<file path="config.mk">
export PLATFORM = sky130hd
export DESIGN_NAME = brick_pixel_renderer
export DESIGN_NICKNAME = d
export VERILOG_FILES = /design/src/rtl/brick_pixel_renderer.sv
export SDC_FILE = /design/constraint.sdc
export NUM_CORES = 2
export LEC_CHECK = 0
export CAP_MARGIN = 25
export CORE_ASPECT_RATIO = 1.2
export CORE_MARGIN = 10
export CORE_UTILIZATION = 55
export DETAILED_ROUTE_END_ITERATION = 10
export PLACE_DENSITY = 0.74
export SYNTH_ARGS = -nofsm -noshare
export SYNTH_HDL_FRONTEND = slang
export SYNTH_SLANG_ARGS = --single-unit
</file>
<file path="constraint.sdc">
create_clock -name Clk -period 9.4 [get_ports Clk]
set_clock_uncertainty 0.05 [all_clocks]
set_input_delay 1.41 -clock Clk [delete_from_list [all_inputs] [get_ports Clk]]
set_output_delay 1.41 -clock Clk [all_outputs]
set_load 0.005 [all_outputs]
</file>
<file path="src/rtl/brick_pixel_renderer.sv">
// Pipelined pixel colour generator for the brick-breaker display path.
// Resolves win/lose screens, paddle, bricks (with a per-brick shrink-out
// animation stepped by frame_tick) and the ball, two clocks after the pixel.
module brick_pixel_renderer #(
  parameter int NUM_BRICKS  = 9,
  parameter int COORD_W     = 10,
  parameter int COLOR_W     = 8,
  parameter int SHRINK_STEP = 1
) (
  input  logic                            Clk,
  input  logic                            Reset_n,
  input  logic                            frame_tick,
  input  logic                            pix_valid,
  input  logic [COORD_W-1:0]              DrawX,
  input  logic [COORD_W-1:0]              DrawY,
  input  logic [COORD_W-1:0]              BallX,
  input  logic [COORD_W-1:0]              BallY,
  input  logic [COORD_W-1:0]              Ball_size,
  input  logic [NUM_BRICKS-1:0]           brick_exists,
  input  logic [NUM_BRICKS*COORD_W-1:0]   brick_x_vals,
  input  logic [NUM_BRICKS*COORD_W-1:0]   brick_y_vals,
  input  logic [COORD_W-1:0]              brick_width,
  input  logic [COORD_W-1:0]              brick_height,
  input  logic [COORD_W-1:0]              paddle_x,
  input  logic [COORD_W-1:0]              paddle_y,
  input  logic [COORD_W-1:0]              paddle_width,
  input  logic [COORD_W-1:0]              paddle_height,
  input  logic                            did_win_game,
  input  logic                            did_lose_game,
  input  logic                            text_pix_on,
  output logic [COLOR_W-1:0]              Red,
  output logic [COLOR_W-1:0]              Green,
  output logic [COLOR_W-1:0]              Blue,
  output logic                            rgb_valid
);

  localparam int CW1 = COORD_W + 1;
  localparam int CW2 = COORD_W + 2;
  localparam int SQW = 2 * COORD_W + 2;

  typedef enum logic [1:0] {GONE = 2'd0, ALIVE = 2'd1, SHRINKING = 2'd2} brick_state_t;

  brick_state_t       state   [NUM_BRICKS];
  brick_state_t       state_n [NUM_BRICKS];
  logic [COORD_W-1:0] inset   [NUM_BRICKS];
  logic [COORD_W-1:0] inset_n [NUM_BRICKS];
  logic [COORD_W-1:0] grown   [NUM_BRICKS];
  logic [COORD_W-1:0] min_side;

  // Inset grows by SHRINK_STEP and sticks at all-ones instead of wrapping.
  function automatic logic [COORD_W-1:0] sat_step(input logic [COORD_W-1:0] a);
    logic [CW1-1:0] s;
    s = {1'b0, a} + CW1'(SHRINK_STEP);
    return s[COORD_W] ? {COORD_W{1'b1}} : s[COORD_W-1:0];
  endfunction

  // Half-open lo <= d < lo+size, sum widened so edges near full scale don't wrap.
  function automatic logic span_hit(input logic [COORD_W-1:0] d, lo, size);
    return (d >= lo) && ({1'b0, d} < ({1'b0, lo} + {1'b0, size}));
  endfunction

  function automatic logic span_edge(input logic [COORD_W-1:0] d, lo, size);
    return (d == lo) || (({1'b0, d} + CW1'(1)) == ({1'b0, lo} + {1'b0, size}));
  endfunction

  // Shrunken span [lo+ins, lo+size-ins), rearranged to avoid subtraction.
  function automatic logic shrink_hit(input logic [COORD_W-1:0] d, lo, size, ins);
    return ({2'b0, d} >= ({2'b0, lo} + {2'b0, ins})) &&
           (({2'b0, d} + {2'b0, ins}) < ({2'b0, lo} + {2'b0, size}));
  endfunction

  // Scale an 8-bit channel constant to COLOR_W bits.
  function automatic logic [COLOR_W-1:0] chan(input logic [7:0] c8);
    logic [COLOR_W+7:0] t;
    t = {c8, {COLOR_W{1'b0}}};
    return t[COLOR_W+7:8];
  endfunction

  assign min_side = (brick_width < brick_height) ? brick_width : brick_height;

  // Brick state registers.
  always_ff @(posedge Clk or negedge Reset_n) begin
    if (!Reset_n) begin
      for (int i = 0; i < NUM_BRICKS; i++) begin
        state[i] <= GONE;
        inset[i] <= '0;
      end
    end else begin
      for (int i = 0; i < NUM_BRICKS; i++) begin
        state[i] <= state_n[i];
        inset[i] <= inset_n[i];
      end
    end
  end

  // Brick next-state: exists flag dominates, dying bricks shrink on frame_tick.
  always_comb begin
    for (int i = 0; i < NUM_BRICKS; i++) begin
      state_n[i] = state[i];
      inset_n[i] = inset[i];
      grown[i]   = frame_tick ? sat_step(inset[i]) : inset[i];
      case (state[i])
        GONE: begin
          if (brick_exists[i]) begin
            state_n[i] = ALIVE;
            inset_n[i] = '0;
          end
        end
        ALIVE: begin
          if (!brick_exists[i]) begin
            state_n[i] = SHRINKING;
            inset_n[i] = '0;
          end
        end
        SHRINKING: begin
          if (brick_exists[i]) begin
            state_n[i] = ALIVE;
            inset_n[i] = '0;
          end else if ({grown[i], 1'b0} >= {1'b0, min_side}) begin
            state_n[i] = GONE;
            inset_n[i] = '0;
          end else begin
            inset_n[i] = grown[i];
          end
        end
        default: begin
          state_n[i] = GONE;
          inset_n[i] = '0;
        end
      endcase
    end
  end

  logic hit_alive, hit_edge, hit_shrink, hit_paddle, hit_ball;
  logic signed [CW1-1:0] dx, dy;
  logic signed [SQW-1:0] dx2, dy2;
  logic [SQW-1:0]        dist2, r2;

  // Combinational hit tests for the current pixel.
  always_comb begin
    hit_alive  = 1'b0;
    hit_edge   = 1'b0;
    hit_shrink = 1'b0;
    for (int i = 0; i < NUM_BRICKS; i++) begin
      if (state[i] == ALIVE &&
          span_hit(DrawX, brick_x_vals[COORD_W*i +: COORD_W], brick_width) &&
          span_hit(DrawY, brick_y_vals[COORD_W*i +: COORD_W], brick_height)) begin
        hit_alive = 1'b1;
        if (span_edge(DrawX, brick_x_vals[COORD_W*i +: COORD_W], brick_width) ||
            span_edge(DrawY, brick_y_vals[COORD_W*i +: COORD_W], brick_height))
          hit_edge = 1'b1;
      end
      if (state[i] == SHRINKING &&
          shrink_hit(DrawX, brick_x_vals[COORD_W*i +: COORD_W], brick_width, inset[i]) &&
          shrink_hit(DrawY, brick_y_vals[COORD_W*i +: COORD_W], brick_height, inset[i]))
        hit_shrink = 1'b1;
    end
    hit_paddle = span_hit(DrawX, paddle_x, paddle_width) &&
                 span_hit(DrawY, paddle_y, paddle_height);
    dx    = $signed({1'b0, DrawX}) - $signed({1'b0, BallX});
    dy    = $signed({1'b0, DrawY}) - $signed({1'b0, BallY});
    dx2   = SQW'(dx) * SQW'(dx);
    dy2   = SQW'(dy) * SQW'(dy);
    dist2 = $unsigned(dx2) + $unsigned(dy2);
    r2    = SQW'(Ball_size) * SQW'(Ball_size);
    hit_ball = (dist2 <= r2);
  end

  logic vld_p1, alive_p1, edge_p1, shrink_p1, paddle_p1, ball_p1, win_p1, lose_p1, text_p1;

  // Stage 1: register hit flags and overlays, all gated by pix_valid.
  always_ff @(posedge Clk or negedge Reset_n) begin
    if (!Reset_n) begin
      vld_p1    <= 1'b0;
      alive_p1  <= 1'b0;
      edge_p1   <= 1'b0;
      shrink_p1 <= 1'b0;
      paddle_p1 <= 1'b0;
      ball_p1   <= 1'b0;
      win_p1    <= 1'b0;
      lose_p1   <= 1'b0;
      text_p1   <= 1'b0;
    end else begin
      vld_p1    <= pix_valid;
      alive_p1  <= pix_valid & hit_alive;
      edge_p1   <= pix_valid & hit_edge;
      shrink_p1 <= pix_valid & hit_shrink;
      paddle_p1 <= pix_valid & hit_paddle;
      ball_p1   <= pix_valid & hit_ball;
      win_p1    <= pix_valid & did_win_game;
      lose_p1   <= pix_valid & did_lose_game;
      text_p1   <= pix_valid & text_pix_on;
    end
  end

  logic [23:0] rgb_sel;

  // Colour priority: win, lose, paddle, alive brick, shrinking brick, ball.
  always_comb begin
    rgb_sel = 24'h000000;
    if (win_p1)          rgb_sel = text_p1 ? 24'h000000 : 24'h00C957;
    else if (lose_p1)    rgb_sel = text_p1 ? 24'h000000 : 24'h800000;
    else if (paddle_p1)  rgb_sel = 24'hB0E222;
    else if (alive_p1)   rgb_sel = edge_p1 ? 24'hABDD1D : 24'h5422E2;
    else if (shrink_p1)  rgb_sel = 24'h2A1171;
    else if (ball_p1)    rgb_sel = 24'h00FFFF;
  end

  logic [COLOR_W-1:0] red_p2, green_p2, blue_p2;
  logic               vld_p2;

  // Stage 2: register the colour.
  always_ff @(posedge Clk or negedge Reset_n) begin
    if (!Reset_n) begin
      red_p2   <= '0;
      green_p2 <= '0;
      blue_p2  <= '0;
      vld_p2   <= 1'b0;
    end else begin
      red_p2   <= chan(rgb_sel[23:16]);
      green_p2 <= chan(rgb_sel[15:8]);
      blue_p2  <= chan(rgb_sel[7:0]);
      vld_p2   <= vld_p1;
    end
  end

  assign Red       = red_p2;
  assign Green     = green_p2;
  assign Blue      = blue_p2;
  assign rgb_valid = vld_p2;

endmodule

</file>
After elaboration in Yosys (flattened, before gate mapping)

Cells that the tools add are included.

Flip-flop bits (word level): 142
Input bits: 306
Output and inout port bits: 25
Logic and storage cells: 581

$add $sub $neg: 88
Multipliers: 3
Magnitude comparators: 87
Equality and inequality tests: 81
Mux-type cells: 154
Bitwise operators: 8
Reduce and logical (&&, ||, !) cells: 129

Operators with widths:

| operator                | number |
|---|---|
| $add A10 B10 Y11        | 74 |
| $mux W10                | 55 |
| $pmux W10 S3            | 9 |
| $lt A10 B11 Y1          | 20 |
| $ge A10 B10 Y1          | 20 |
| $eq A11 B11 Y1          | 18 |
| $ge A10 B11 Y1          | 18 |
| $lt A11 B11 Y1          | 18 |
| $eq A10 B10 Y1          | 18 |
| $mux W24                | 6 |
| $add A10 B1 Y11 const B | 11 |
| $ge A11 B10 Y1          | 9 |
| $logic_and A1 B1 Y1     | 75 |
| $mux W2                 | 36 |
| $pmux W2 S3             | 9 |
| $mul A11 B11 Y22        | 2 |
| $mux W1                 | 36 |
| $ne A2 B2 Y1 const B    | 18 |
| $mux W16                | 2 |
| $logic_or A1 B1 Y1      | 27 |
| $ne A3 B3 Y1 const B    | 9 |
| $reduce_and A3 Y1       | 9 |
| $add A22 B22 Y22        | 1 |
| $le A22 B20 Y1          | 1 |
| other kinds (9)         | 49 |

Depth between registers and ports, before layout

Depth in word-level cells: 23
Depth in mapped cells: 46
Depth with buffers taken out: 45

Worst setup path after synthesis

Ideal clock, no wire load.

Path type: in2reg
Start point: input port DrawY[0]
End point: register ball_p1
Library setup time: 0.086 ns
Arrival time: 11.043 ns
Required time: 9.264 ns
Path slack: -1.779 ns
Cell stages on the path: 43
Path buffers: 1
Path through: inv_1 -> ha_1 -> inv_1 -> fa_1 -> nand2_1 -> nand2_1 -> a21oi_1 -> o21ai_0 -> a21oi_1 -> o21ai_0 -> a21oi_1 -> o21ai_0 -> a21o_1 -> clkbuf_1 -> nor2_1 -> inv_1 -> fa_1 -> fa_1 -> [7 not listed] -> inv_1 -> ha_1 -> nor2_1 -> a211oi_1 -> o21ai_0 -> nand2b_1 -> a21o_1 -> a21oi_1 -> xnor2_1 -> ha_1 -> a21o_1 -> a21oi_1 -> nor2b_1 -> o21ai_0 -> nand3b_1 -> a21oi_1 -> a21oi_1 -> nor3_1

Cells in the longest elaborated chain, start to end: 5

Ends and longest elaborated chain:

| what                 | line | RTL |
|---|---|---|
| start, declared      | 15   | `input logic [COORD_W-1:0] DrawY,` |
| $sub A10 B10 Y11     | 161  | `dy = $signed({1'b0, DrawY}) - $signed({1'b0, BallY});` |
| $mul A11 B11 Y22     | 163  | `dy2 = SQW'(dy) * SQW'(dy);` |
| $add A22 B22 Y22     | 164  | `dist2 = $unsigned(dx2) + $unsigned(dy2);` |
| $le A22 B20 Y1       | 166  | `hit_ball = (dist2 <= r2);` |
| $and A1 B1 Y1        | 189  | `ball_p1 <= pix_valid & hit_ball;` |
| end signal, assigned | 189  |  |
| end, declared        | 169  | `logic vld_p1, alive_p1, edge_p1, shrink_p1, paddle_p1, ball_p1, win_p1, lose_p1, text_p1;` |

Every way passes these cells.
A chain may end at the register's enable or synchronous reset.

Worst setup path after layout

Start point: input port DrawX[0]
End point: register ball_p1

Cells in the longest elaborated chain, start to end: 5

Ends and longest elaborated chain:

| what             | line | RTL |
|---|---|---|
| start, declared  | 14   | `input logic [COORD_W-1:0] DrawX,` |
| $sub A10 B10 Y11 | 160  | `dx = $signed({1'b0, DrawX}) - $signed({1'b0, BallX});` |
| $mul A11 B11 Y22 | 162  | `dx2 = SQW'(dx) * SQW'(dx);` |
| $add A22 B22 Y22 | 164  |  |
| $le A22 B20 Y1   | 166  |  |
| $and A1 B1 Y1    | 189  |  |

Every way passes these cells.

==> out/qor_table.md <==
| Quantity | Reported | Unit |
|---|---|---|
| Run status | finished, violations left | - |
| Failing checks | setup timing | - |
| Most common cell after layout, fill and taps aside | ha_1 | - |
| Overall Global Routing Usage | 0.363 | - |
| Synth-to-layout area growth | 13.9 | % |
| Hold WC Path Type | flip-flop to flip-flop | - |
| Number of clock buffers inserted by TritonCTS | 17 | - |
| Number of pins with negative max-slew slack in the final report | 0 | - |
| Kind of start point of the critical path | primary input | - |
| Routability Congestion | 1.02 | - |
| Overflow left after global routing | 0 | - |
| Synth area leaders | ha_1, fa_1, xnor2_1 | - |
| Total clock sinks | 134 | - |
| Die ar. | 123000 | µm² |
| Primary flip-flop cell chosen by synthesis mapping | dfrtp_1 | - |
| Startpoint-to-endpoint class of the critical path | primary input to flip-flop | - |
| Kind of end point of the critical path | flip-flop | - |
| Hold Fails Final Rpt | 0 | - |
| Mean number of vias per cell | 6.23 | - |
| Antenna violations before repair | 27 | - |
| Worst reg-to-reg path cell count | 21 | - |
| Number of top-level pins | 331 | - |
| Remaining routing DRC violations | 0 | - |
| Cell at the slowest stage of the critical path | fa_1 | - |
| Share of synthesized flip-flops with an asynchronous set or reset | 1.00 | - |
| Cell Area, Placed | 67500 | µm² |
| RSZ-0062 raised after global routing | true | - |
| Count of placed standard cells including taps | 9149 | - |
| Maximum fanout along the worst path | 3 | - |
| F_max | 104 | MHz |
| CTS max path bufs | 2 | - |
| Final routed wirelength across all metal layers | 227000 | µm |
| Max Cap Violations | 0 | - |
| Final standard cell count with taps included and fillers excluded | 9219 | - |
| Final layout net count | 10000 | - |
| TritonCTS clock tree | built | - |
| Via count of the first global-routing pass | 57300 | - |
| Data required time of the critical path | 9.78 | ns |
| Core Region | 108000 | µm² |
| Final total negative setup slack | -0.219 | ns |
| Avg Cell Area, Syn | 8.38 | µm² |
| Fraction of layout instances using a drive strength above 1 | 0.0677 | - |
| CTS root buffer | clkbuf_16 | - |
| Post-detailed-placement half-perimeter wirelength | 182000 | µm |
| Level count of the clock H-tree | 4 | - |
| Min Clock Period, post-route | 9.62 | ns |
| Portion of the post-synthesis area used by sequential elements | 0.0559 | - |
| Cell accounting for the most synthesized area | ha_1 | - |
| Slowest Stage Delay on Critical Path | 0.57 | ns |
| Insertion delay to the later sink of the worst-skew pair | 0.52 | ns |
| Minimum setup slack in the final design | -0.219 | ns |
| Cell seen most often among critical-path stages | fa_1 | - |
| Count of synthesis-stage warnings from yosys | 0 | - |
| Synth cell types | 98 | - |
| Hold Path Stages | 0 | - |
| Arrival time worst endpoint | 10.00 | ns |
| Post-DRT Antenna Nets | 0 | - |
| Transition time of the tightest slew-check pin | 1.19 | ns |
| Setup violation total in the final timing report | 1 | - |
| Die Width | 322 | µm |
| Routed WL per cell | 24.6 | µm |
| Via count | 57400 | - |
| EDFF count, synth | 0 | - |
| Cell count after synthesis | 7164 | - |
| Clock-pin slew on the worst setup and hold paths | 0.07 | ns |
| Final period utilization | 1.02 | - |
| Commonest cells after routing, fill and taps aside | ha_1, inv_1, a21oi_1 | - |
| Number of design-rule violations left by the first detailed-router iteration | 4609 | - |
| Pin count of the biggest net entering global routing | 76 | - |
| Fraction of synthesized cell area taken by the top area cell type | 0.331 | - |
| Post-Layout Inst Area | 68400 | µm² |
| Post-Synthesis Cell Area | 60000 | µm² |
| Rows | 132 | - |
| Post-synthesis register bit count | 134 | - |
| Slew Limit Headroom | 0.202 | - |
| First-pass GRT wire length | 338000 | µm |
| Net Count, Synth | 9397 | - |
| Number of buffer cells added on primary ports | 330 | - |
| Vertical die dimension | 382 | µm |
| Effective utilization at floorplan | 0.555 | - |
| First-pass detailed-route iteration total | 6 | - |
[per-layer routing]
layer  vias up  share of wire  wire length (µm)  GRT usage
met5         -        0.00096               218          0
met4        30          0.099             22400      0.303
met3      1012          0.098             22200     0.0892
met2      2552           0.45            102000      0.591
met1     27200           0.35             79600      0.395
li1      26600              -                 -          -
[per-stage QoR]
step / hold slack [ns] / setup WS [ns] / utilization
2_1_floorplan: 0.281 / -0.293 / -
3_3_place_gp: 0.284 / -1.17 / 0.624
3_5_place_dp: 0.304 / -1.26 / 0.624
4_1_cts: 0.318 / -0.291 / 0.631
5_1_grt: 0.327 / -0.617 / 0.632
6_report: 0.322 / -0.219 / 0.632
[path summary, 6_finish.rpt]
check                           startpoint        end  slack (ns)
worst max-delay path              DrawX[0]    ball_p1       -0.22
worst min register to register      vld_p1  rgb_valid        0.32
worst max register to register   inset[50]  shrink_p1        4.00
min in group asynchronous          Reset_n  paddle_p1        0.92
worst min-delay path                vld_p1  rgb_valid        0.32
max in group asynchronous          Reset_n   state[4]        6.89
[state kept, by name, summed over array words and instances, names as in the netlist]
signal	count
text_p1	1
alive_p1	1
Red	6
lose_p1	1
vld_p1	1
Blue	7
state	18
shrink_p1	1
paddle_p1	1
win_p1	1
rgb_valid	1
Green	3
edge_p1	1
ball_p1	1
inset	90
[timing repair]
| item | 4_1_cts | 5_1_grt |
|---|---|---|
| resized for setup | 35 | 19 |
| buffers inserted | 20 | 2 |
| setup endpoints to repair | 1 | 1 |
| cloned | 0 | 0 |
| pin swaps | 66 | 49 |
| hold buffers | 0 | 0 |
[critical path, delay by kind of cell]
family / cells / cell delay [ns]
adders and majority gates: 11 / 4.69
AOI/OAI and AO/OA: 16 / 2.06
and+or+nand+nor: 9 / 0.96
buffers and inverters: 8 / 0.75
xor gates and xnor gates: 1 / 0.14
[Yosys cell counts (97+ instances only)]
library cell / count
dfrtp_1: 134
nor2b_1: 105
nand2_1: 330
ha_1: 1588
o21ai_0: 334
a21oi_1: 592
nor2_1: 435
xor2_1: 244
nand3_1: 107
nand2b_1: 146
nor3_1: 97
o21bai_1: 203
inv_1: 877
a21o_1: 258
fa_1: 339
xnor2_1: 470
[cell families (layout without fill, tap and decap cells)]
family / after synthesis / after routing / synth area share
adders and majority gates: 1927 / 1927 / 0.444
AOI/OAI and AO/OA: 1862 / 1862 / 0.200
and+or+nand+nor: 1542 / 1542 / 0.126
buffers and inverters: 940 / 1573 / 0.0595
xor gates and xnor gates: 732 / 732 / 0.110
DFF: 134 / 134 / 0.0559
muxes: 27 / 27 / 0.00456
other: 0 / 15 / 0
[area by class of cell]
class	count	area, µm²
clock buffers	23	468
well taps	1407	1760
diodes	15	37.5
flip-flops and latches	134	3350
fillers	9470	39800
clock inverters	9	93.8
repair buffers	658	5790
multi-input cells	6090	53600
inverters	883	3340
Power is not shown: default switching activity piles up to over one toggle a cycle in this logic, so the estimate is an artifact.
